File: src/rtl/lsu_mem_master.sv
// Load/store unit bridging the core execute stage to a word-wide, byte-strobed data bus.
// Define LSU_MISALIGN_TRAP_EN to trap misaligned half/word accesses instead of splitting them.
module lsu_mem_master #(
    parameter int ADDR_W = 32
) (
    input  logic              clk,
    input  logic              rst,
    input  logic              req_valid,
    output logic              req_ready,
    input  logic              req_wr,
    input  logic [1:0]        req_size,
    input  logic              req_signed,
    input  logic [ADDR_W-1:0] req_addr,
    input  logic [31:0]       req_wdata,
    output logic              rsp_valid,
    input  logic              rsp_ready,
    output logic [31:0]       rsp_rdata,
    output logic              rsp_err,
    output logic              mem_valid,
    input  logic              mem_ready,
    output logic              mem_we,
    output logic [ADDR_W-1:0] mem_addr,
    output logic [3:0]        mem_wstrb,
    output logic [31:0]       mem_wdata,
    input  logic              mem_rvalid,
    input  logic [31:0]       mem_rdata
);

    typedef enum logic [1:0] {
        ST_IDLE   = 2'd0,
        ST_ISSUE  = 2'd1,
        ST_WAIT_R = 2'd2,
        ST_RESP   = 2'd3
    } state_t;

    function automatic logic [2:0] size_bytes(input logic [1:0] size);
        logic [2:0] n;
        case (size)
            2'b01:   n = 3'd4;
            2'b10:   n = 3'd2;
            2'b11:   n = 3'd1;
            default: n = 3'd0;
        endcase
        return n;
    endfunction

    function automatic logic spans_word(input logic [1:0] off, input logic [1:0] size);
        return (({1'b0, off} + size_bytes(size)) > 3'd4);
    endfunction

    // Beat 1 carries whatever spilled past lane 3 on beat 0.
    function automatic logic [3:0] strb_lanes(input logic [1:0] off, input logic [1:0] size,
                                              input logic beat);
        logic [7:0] full;
        full = ((8'd1 << size_bytes(size)) - 8'd1) << off;
        return beat ? full[7:4] : full[3:0];
    endfunction

    function automatic logic [31:0] wdata_lanes(input logic [1:0] off, input logic [31:0] data,
                                                input logic beat);
        logic [63:0] full;
        full = {32'd0, data} << {off, 3'b000};
        return beat ? full[63:32] : full[31:0];
    endfunction

    function automatic logic [31:0] lane_extract(input logic [63:0] d, input logic [1:0] off);
        logic [31:0] r;
        case (off)
            2'd0:    r = d[31:0];
            2'd1:    r = d[39:8];
            2'd2:    r = d[47:16];
            2'd3:    r = d[55:24];
            default: r = 32'd0;
        endcase
        return r;
    endfunction

    function automatic logic [31:0] load_ext(input logic [1:0] size, input logic sgn,
                                             input logic [31:0] raw);
        logic [31:0] r;
        case (size)
            2'b10:   r = sgn ? {{16{raw[15]}}, raw[15:0]} : {16'd0, raw[15:0]};
            2'b11:   r = sgn ? {{24{raw[7]}}, raw[7:0]} : {24'd0, raw[7:0]};
            default: r = raw;
        endcase
        return r;
    endfunction

    state_t             state_r, state_s;
    logic               beat_r, beat_s;
    logic               wr_r, wr_s;
    logic [1:0]         size_r, size_s;
    logic               sgn_r, sgn_s;
    logic [ADDR_W-1:0]  addr_r, addr_s;
    logic [31:0]        wdata_r, wdata_s;
    logic [31:0]        rbuf_r, rbuf_s;
    logic               req_ready_r, req_ready_s;
    logic               rsp_valid_r, rsp_valid_s;
    logic [31:0]        rsp_rdata_r, rsp_rdata_s;
    logic               rsp_err_r, rsp_err_s;
    logic               mem_valid_r, mem_valid_s;
    logic               mem_we_r, mem_we_s;
    logic [ADDR_W-1:0]  mem_addr_r, mem_addr_s;
    logic [3:0]         mem_wstrb_r, mem_wstrb_s;
    logic [31:0]        mem_wdata_r, mem_wdata_s;

    logic               trap_s;
    logic               in_err_s;
    logic               split_s;
    logic [ADDR_W-1:0]  next_word_s;
    logic [63:0]        rd64_s;
    logic [31:0]        ld_data_s;

`ifdef LSU_MISALIGN_TRAP_EN
    assign trap_s = ((req_size == 2'b10) && req_addr[0]) ||
                    ((req_size == 2'b01) && (req_addr[1:0] != 2'b00));
`else
    assign trap_s = 1'b0;
`endif

    assign in_err_s    = (req_size == 2'b00) || trap_s;
    assign split_s     = spans_word(addr_r[1:0], size_r);
    assign next_word_s = {addr_r[ADDR_W-1:2], 2'b00} + {{(ADDR_W-3){1'b0}}, 3'b100};
    assign rd64_s      = beat_r ? {mem_rdata, rbuf_r} : {32'd0, mem_rdata};
    assign ld_data_s   = load_ext(size_r, sgn_r, lane_extract(rd64_s, addr_r[1:0]));

    // Next-state and next-output computation for the request/bus/response sequencer.
    always_comb begin
        state_s     = state_r;
        beat_s      = beat_r;
        wr_s        = wr_r;
        size_s      = size_r;
        sgn_s       = sgn_r;
        addr_s      = addr_r;
        wdata_s     = wdata_r;
        rbuf_s      = rbuf_r;
        req_ready_s = req_ready_r;
        rsp_valid_s = rsp_valid_r;
        rsp_rdata_s = rsp_rdata_r;
        rsp_err_s   = rsp_err_r;
        mem_valid_s = mem_valid_r;
        mem_we_s    = mem_we_r;
        mem_addr_s  = mem_addr_r;
        mem_wstrb_s = mem_wstrb_r;
        mem_wdata_s = mem_wdata_r;
        case (state_r)
            ST_IDLE: begin
                req_ready_s = 1'b1;
                if (req_valid && req_ready_r) begin
                    req_ready_s = 1'b0;
                    wr_s        = req_wr;
                    size_s      = req_size;
                    sgn_s       = req_signed;
                    addr_s      = req_addr;
                    wdata_s     = req_wdata;
                    beat_s      = 1'b0;
                    if (in_err_s) begin
                        state_s     = ST_RESP;
                        rsp_valid_s = 1'b1;
                        rsp_err_s   = 1'b1;
                        rsp_rdata_s = 32'd0;
                    end else begin
                        state_s     = ST_ISSUE;
                        mem_valid_s = 1'b1;
                        mem_we_s    = req_wr;
                        mem_addr_s  = {req_addr[ADDR_W-1:2], 2'b00};
                        if (req_wr) begin
                            mem_wstrb_s = strb_lanes(req_addr[1:0], req_size, 1'b0);
                            mem_wdata_s = wdata_lanes(req_addr[1:0], req_wdata, 1'b0);
                        end else begin
                            mem_wstrb_s = 4'd0;
                            mem_wdata_s = 32'd0;
                        end
                    end
                end else begin
                    state_s = ST_IDLE;
                end
            end
            ST_ISSUE: begin
                if (mem_ready) begin
                    mem_valid_s = 1'b0;
                    if (wr_r && split_s && !beat_r) begin
                        beat_s      = 1'b1;
                        mem_valid_s = 1'b1;
                        mem_addr_s  = next_word_s;
                        mem_wstrb_s = strb_lanes(addr_r[1:0], size_r, 1'b1);
                        mem_wdata_s = wdata_lanes(addr_r[1:0], wdata_r, 1'b1);
                    end else if (wr_r) begin
                        state_s     = ST_RESP;
                        rsp_valid_s = 1'b1;
                        rsp_err_s   = 1'b0;
                        rsp_rdata_s = 32'd0;
                    end else begin
                        state_s = ST_WAIT_R;
                    end
                end else begin
                    state_s = ST_ISSUE;
                end
            end
            ST_WAIT_R: begin
                if (mem_rvalid) begin
                    if (split_s && !beat_r) begin
                        rbuf_s      = mem_rdata;
                        beat_s      = 1'b1;
                        state_s     = ST_ISSUE;
                        mem_valid_s = 1'b1;
                        mem_we_s    = 1'b0;
                        mem_addr_s  = next_word_s;
                        mem_wstrb_s = 4'd0;
                        mem_wdata_s = 32'd0;
                    end else begin
                        state_s     = ST_RESP;
                        rsp_valid_s = 1'b1;
                        rsp_err_s   = 1'b0;
                        rsp_rdata_s = ld_data_s;
                    end
                end else begin
                    state_s = ST_WAIT_R;
                end
            end
            ST_RESP: begin
                if (rsp_ready) begin
                    state_s     = ST_IDLE;
                    req_ready_s = 1'b1;
                    rsp_valid_s = 1'b0;
                    rsp_err_s   = 1'b0;
                    rsp_rdata_s = 32'd0;
                end else begin
                    state_s = ST_RESP;
                end
            end
            default: begin
                state_s     = ST_IDLE;
                req_ready_s = 1'b0;
                rsp_valid_s = 1'b0;
                mem_valid_s = 1'b0;
            end
        endcase
    end

    // State and registered-output update with synchronous reset.
    always_ff @(posedge clk) begin
        if (rst) begin
            state_r     <= ST_IDLE;
            beat_r      <= 1'b0;
            wr_r        <= 1'b0;
            size_r      <= 2'b00;
            sgn_r       <= 1'b0;
            addr_r      <= '0;
            wdata_r     <= 32'd0;
            rbuf_r      <= 32'd0;
            req_ready_r <= 1'b0;
            rsp_valid_r <= 1'b0;
            rsp_rdata_r <= 32'd0;
            rsp_err_r   <= 1'b0;
            mem_valid_r <= 1'b0;
            mem_we_r    <= 1'b0;
            mem_addr_r  <= '0;
            mem_wstrb_r <= 4'd0;
            mem_wdata_r <= 32'd0;
        end else begin
            state_r     <= state_s;
            beat_r      <= beat_s;
            wr_r        <= wr_s;
            size_r      <= size_s;
            sgn_r       <= sgn_s;
            addr_r      <= addr_s;
            wdata_r     <= wdata_s;
            rbuf_r      <= rbuf_s;
            req_ready_r <= req_ready_s;
            rsp_valid_r <= rsp_valid_s;
            rsp_rdata_r <= rsp_rdata_s;
            rsp_err_r   <= rsp_err_s;
            mem_valid_r <= mem_valid_s;
            mem_we_r    <= mem_we_s;
            mem_addr_r  <= mem_addr_s;
            mem_wstrb_r <= mem_wstrb_s;
            mem_wdata_r <= mem_wdata_s;
        end
    end

    assign req_ready = req_ready_r;
    assign rsp_valid = rsp_valid_r;
    assign rsp_rdata = rsp_rdata_r;
    assign rsp_err   = rsp_err_r;
    assign mem_valid = mem_valid_r;
    assign mem_we    = mem_we_r;
    assign mem_addr  = mem_addr_r;
    assign mem_wstrb = mem_wstrb_r;
    assign mem_wdata = mem_wdata_r;

endmodule

File: config.mk
export PLATFORM = sky130hd
export DESIGN_NAME = lsu_mem_master
export DESIGN_NICKNAME = d
export VERILOG_FILES = /design/src/rtl/lsu_mem_master.sv
export SDC_FILE = /design/constraint.sdc
export NUM_CORES = 1
export LEC_CHECK = 0
export CAP_MARGIN = 0
export CORE_UTILIZATION = 36
export CTS_BUF_LIST = sky130_fd_sc_hd__clkbuf_4 sky130_fd_sc_hd__clkbuf_8 sky130_fd_sc_hd__clkbuf_16
export DETAILED_ROUTE_END_ITERATION = 10
export GPL_TIMING_DRIVEN = 1
export PLACE_DENSITY = 0.67
export SLEW_MARGIN = 40
export SYNTH_ARGS = -nofsm -noshare
export SYNTH_HDL_FRONTEND = slang
export SYNTH_SLANG_ARGS = --single-unit
File: constraint.sdc
create_clock -name clk -period 5.2 [get_ports clk]
set_clock_uncertainty 0.15 [all_clocks]
set_input_delay 1.04 -clock clk [delete_from_list [all_inputs] [get_ports clk]]
set_output_delay 1.04 -clock clk [all_outputs]
set_load 0.05 [all_outputs]
Word-level counts from Yosys, hierarchy flattened
Index checks and enable logic that the tools add are counted.

operators by class
  order comparisons = 1
  $add $sub $neg = 4
  equality and inequality tests = 24
  divide/modulo/power cells = 0
  reductions and logical operators = 19
  multiplexer cells = 89
  bitwise logic cells = 0
  $mul = 0
  shift operators = 6

operator list
  operator                                              count
  2-to-1 mux 32 bit                                     23
  one-hot mux 32 bit (4 select lines)                   2
  one-hot mux 32 bit (3 select lines)                   2
  one-hot mux 32 bit (2 select lines)                   1
  left shift 32 x 5 -> 64 bit                           1
  2-to-1 mux 56 bit                                     1
  adder 32 x 3 -> 32 bit (second input constant)        1
  left shift 32 x 5 -> 32 bit                           1
  2-to-1 mux 1 bit                                      29
  2-to-1 mux 4 bit                                      7
  != test 2 bit (second input constant)                 11
  2-to-1 mux 3 bit                                      7
  one-hot mux 3 bit (3 select lines)                    2
  equality test 2 bit (second input constant)           8
  left shift 1 x 3 -> 8 bit (first input constant)      2
  subtractor 8 x 1 -> 8 bit (second input constant)     2
  2-to-1 mux 2 bit                                      7
  one-hot mux 4 bit (3 select lines)                    1
  AND reduction 6 bit                                   2
  equality test 2 x 1 -> 1 bit (second input constant)  4
  one-hot mux 1 bit (4 select lines)                    2
  one-hot mux 2 bit (4 select lines)                    1
  AND reduction 8 bit                                   1
  left shift 8 x 2 -> 4 bit                             1
  15 further kinds                                      24

word-level totals
  logic and storage cells = 160
  output and inout port bits = 105
  RAM bits = 0
  input bits = 106
  memories kept = 0
  bits in registers = 208
  bits in latches = 0
  memory bits (read-only) = 0

Longest topological paths before layout
  depth after elaboration = 15
  gate-level depth with buffers = 12

Least setup slack after synthesis
OpenSTA, ideal clock, no wires.

  kind = input to register
  from = in mem_rdata[23]
  to = reg rsp_rdata_r[20] (netlist: rsp_rdata[20])
  data required time = 4.933 ns
  stages = 8
  arrival time = 2.647 ns
  path buffers = 2
  slack = 2.287 ns
  cells stage by stage = mux2_4 -> mux4_2 -> and3_4 -> buf_6 -> a311oi_2 -> nor2_1 -> buf_6 -> a22o_1

on the way
  longest elaborated chain between the ends = 7
  elaborated cells between the ends (all ways) = 8
  classes of those cells = mux (8)

RTL lines
  element                                  RTL line  source
  start, declared                          26        input logic [31:0] mem_rdata
  2-to-1 mux 56 bit (*)                    124       assign rd64_s = beat_r ? {mem_rdata, rbuf_r} : {32'd0, mem_rdata};
  one-hot mux 32 bit (4 select lines) (*)  68        case (off)
  2-to-1 mux 32 bit (on tied branches)     83, 82
  one-hot mux 32 bit (2 select lines) (*)  81        case (size)
  2-to-1 mux 32 bit (*)                    202       if (split_s && !beat_r) begin
  2-to-1 mux 32 bit (*)                    201       if (mem_rvalid) begin
  one-hot mux 32 bit (4 select lines) (*)  146       case (state_r)
  end signal, assigned                     272       rsp_rdata_r <= rsp_rdata_s;
  end, declared                            99        logic [31:0] rsp_rdata_r, rsp_rdata_s;

Every way passes the cells marked *; elsewhere a longest branch is shown, timed or not. The select of a mux whose other input is x is not followed.
A chain may end at the register's enable or synchronous reset.

Final worst setup path
  from = reg size_r[0]
  to = reg mem_wdata_r[16] (netlist: mem_wdata[16])

on the way
  longest elaborated chain between the ends = 8
  elaborated cells between the ends (all ways) = 12
  classes of those cells = add/sub (1); order compare (1); eq/ne (5); mux (1); reduce/logical (4)

RTL lines
  element                                                              RTL line  source
  start, declared                                                      92        logic [1:0] size_r, size_s;
  start signal, assigned                                               265       size_r <= size_s;
  equality test 2 bit or equality test 2 x 1 -> 1 bit (tied branches)  38        case (size)
  one-hot mux 3 bit (3 select lines) (*)                               38
  adder 2 x 3 -> 3 bit (*)                                             48        return (({1'b0, off} + size_bytes(size)) > 3'd4);
  greater-than comparator 3 bit (*)                                    48
  logical AND 1 bit (2 in series)                                      182       if (wr_r && split_s && !beat_r) begin
  != test 2 bit (no line)                                              n/a
  AND reduction 7 bit (no line) (*)                                    n/a
  end signal, assigned                                                 278       mem_wdata_r <= mem_wdata_s;
  end, declared                                                        105       logic [31:0] mem_wdata_r, mem_wdata_s;

Every way passes the cells marked *; elsewhere a longest branch is shown, timed or not.

==> out/results.txt <==
post-synthesis sequential area ratio: 37.9%
share of cells above drive strength 1: 6.14%
NumNets Final: 1,608
final cell count without fillers: 1,884
all-layer global routing usage: 22.4%
post-place setup slack: 1.26 ns
Synth Area per Inst: 7.74 um^2
Post-route DRC: 0
Area growth, synth to finish: 27.1%
Root Driver: clkbuf_16
Num CTS Buffers: 17
first-pass detailed-route iteration total: 9
asr flop ratio synth: 0%
Die X: 172 um
Cells after Synth: 1,351
Via density: 5.50
Crit Path Class: reg -> reg
worst slew pin tran: 0.802 ns
post-route minimum period: 3.55 ns
leading area contributor after synthesis: dfxtp_1
xor and xnor fraction of the mapped netlist area: 2.43%
initial antenna violation count: 2
mux cell area share after synthesis: 8.80%
Max Slew Vio Count: 0
Final Setup Violations: 0
Mapped Area: 10,500 um^2
CTS tree: done
Worst VDD drop: 0.218 mV
Antenna Nets Post-Route: 0
# IOs: 211
clk sinks: 198
Post-CTS Setup Repair Bufs: 0
Slew headroom: 46.4%
via count: 10,400
Initial Utilization: 36.6%
Post-synth EDFFs: 0
final setup TNS: 0 ns
Fmax: 282 MHz
Fin Hold WS: 0.306 ns
Worst setup EP type: flip-flop
Core Box Area: 28,600 um^2
Clock Latency Late Sink: 0.45 ns
global route overflow: 0
PnR Total Power: 3.85 mW
reg2reg setup slack: 1.65 ns
die area: 29,700 um^2
top cells by area, synth: dfxtp_1 (38%), nand2_1 (10%), a21oi_1 (8.3%)
Critical Path AT: 3.77 ns
placement row count: 62
worst endpoint required time: 5.42 ns
Max-Cap Viols: 0
H-Tree Depth: 4
Detail Placement HPWL: 23.4 mm
cell count after placement: 1,850
Tcrit/Tclk final: 68.3%
Leak: 4.46 nW
setup slack after layout: 1.65 ns
ys flop type: dfxtp_1
Final GP Congestion: 0.905
Simple-Gate Fraction of Synth Area: 21.8%
Hold Buf Count CTS: 0
Routed WL per cell: 17.9 um
first-pass GRT wire length: 51.9 mm
clk buf depth: 2
Synth Area in Adders: 2.10%
Yosys warnings: 0
Worst Hold Class: reg -> reg
die height: 172 um
largest net degree at the start of global routing: 93
IO Port Bufs: 208
pwr/cell area: 289 nW/um^2
Synth cell types: 67
Clock Pin Slew Worst Setup and Hold Paths: 0.08 ns
share of the synthesized area in the top cell type: 37.9%
post-CTS sizing: 0
Total Wirelength: 33.7 mm
complex-gate fraction of the synthesized area: 22.0%
largest family of logic cells by synthesized area: compound AO/OA/AOI/OAI gates
critical-path maximum fanout: 27
status: finished clean
drt initial violations: 875
RSZ-0062 raised after global routing: false
CP Launch Type: flip-flop
vias in the first global route: 9,495
Yosys reg bits: 198
Final Hold Fails: 0
flip-flops by register name, indices dropped and copies added, names as in the netlist, 2 cells and up:
register and cells:
addr_r 32, mem_wdata 32, mem_wstrb 4, rbuf_r 32, size_r 2, state_r 2, mem_addr 30, wdata_r 24
rsp_rdata 32
logic make-up after synthesis:
kind of cell,count (synthesis)
mux,84
simple gates,532
buf+inv,127
flops,198
fa+ha+maj,17
compound gates,363
other cells,1
xor+xnor,29
synthesized netlist by cell type, types with 15 or more instances:
cell      number
ha_1          16
nor2_1       120
a22o_1        18
o21ai_0       24
a211oi_1      29
nor3_1        36
a21oi_1      173
clkbuf_1      85
xnor2_1       15
dfxtp_1      198
nand2_1      286
o22ai_1       23
mux2_2        21
nand3_1       22
nor2b_1       16
mux2i_1       56
o211ai_1      19
report_power, final:
| part | internal (mW) | switching, mW |
|---|---|---|
| Clock | 0.633 | 0.673 |
| Combinational | 0.327 | 0.557 |
| Sequential | 1.59 | 0.0633 |
worst max-delay path, cell delays in order (launching register included):
cell and delay (ns):
dfxtp_1 0.46, inv_1 0.13, ha_1 0.25, fa_1 0.41
xor2_1 0.34, a21oi_1 0.14, o22ai_1 0.32, and2_2 0.60
buf_4 0.37, nor2_1 0.07, a211oi_1 0.22
metal layers:
| metal | part of all wire [%] | global-route usage, % | vias up |
|---|---|---|---|
| met1 | 43 | 29.2 | 4879 |
| met5 | 0.033 | 0 | - |
| li1 | - | - | 5020 |
| met3 | 7.9 | 5.06 | 55 |
| met4 | 2.7 | 8.43 | 2 |
| met2 | 46 | 36.0 | 403 |
cells in the final DEF, fill, tap and decap left out, drive strengths merged, types with 5 or more instances in the layout:
cell and n:
and3 7, mux2 25, nor4 5, buf 19
o221ai 5, mux2i 56, nor2b 16, ha 16
nand2b 6, nor3 36, clkdlybuf4s50 207, nor2 120
a211oi 29, o31ai 5, and4 5, a211o 14
o22ai 23, a21oi 173, o211ai 19, dfxtp 198
o21ai 26, and2 9, a31oi 6, a22oi 10
nand2 286, a22o 18, inv 22, xnor2 15
clkbuf 17, nand3 22, xor2 14, a222oi 8
a32oi 5, nand4 10
stage by stage:
stage                     utilization (%)  cell area (um^2)
after global routing                 46.4             13300
after global placement               44.4             12700
after floorplan                         -             10500
after CTS                            46.4             13300
after detailed placement             44.4             12700
final                                46.4             13300
final timing paths:
kind | from | end | cells past startpoint
max reg2reg | size_r[0] | mem_wdata[16] | 10
max | size_r[0] | mem_wdata[16] | 10
min | rbuf_r[11] | rbuf_r[11] | 2
min reg2reg | rbuf_r[11] | rbuf_r[11] | 2
area by class of cell:
type	count	area, um^2
diodes	2	5.00
clock buffers	17	425
clock inverters	15	139
fillers	2778	15300
inverters	15	56.3
multi-input cells	1027	6000
flip-flops and latches	198	3970
well taps	384	480
repair buffers	226	2230
Note: power is estimated with default switching activity, not from simulation.
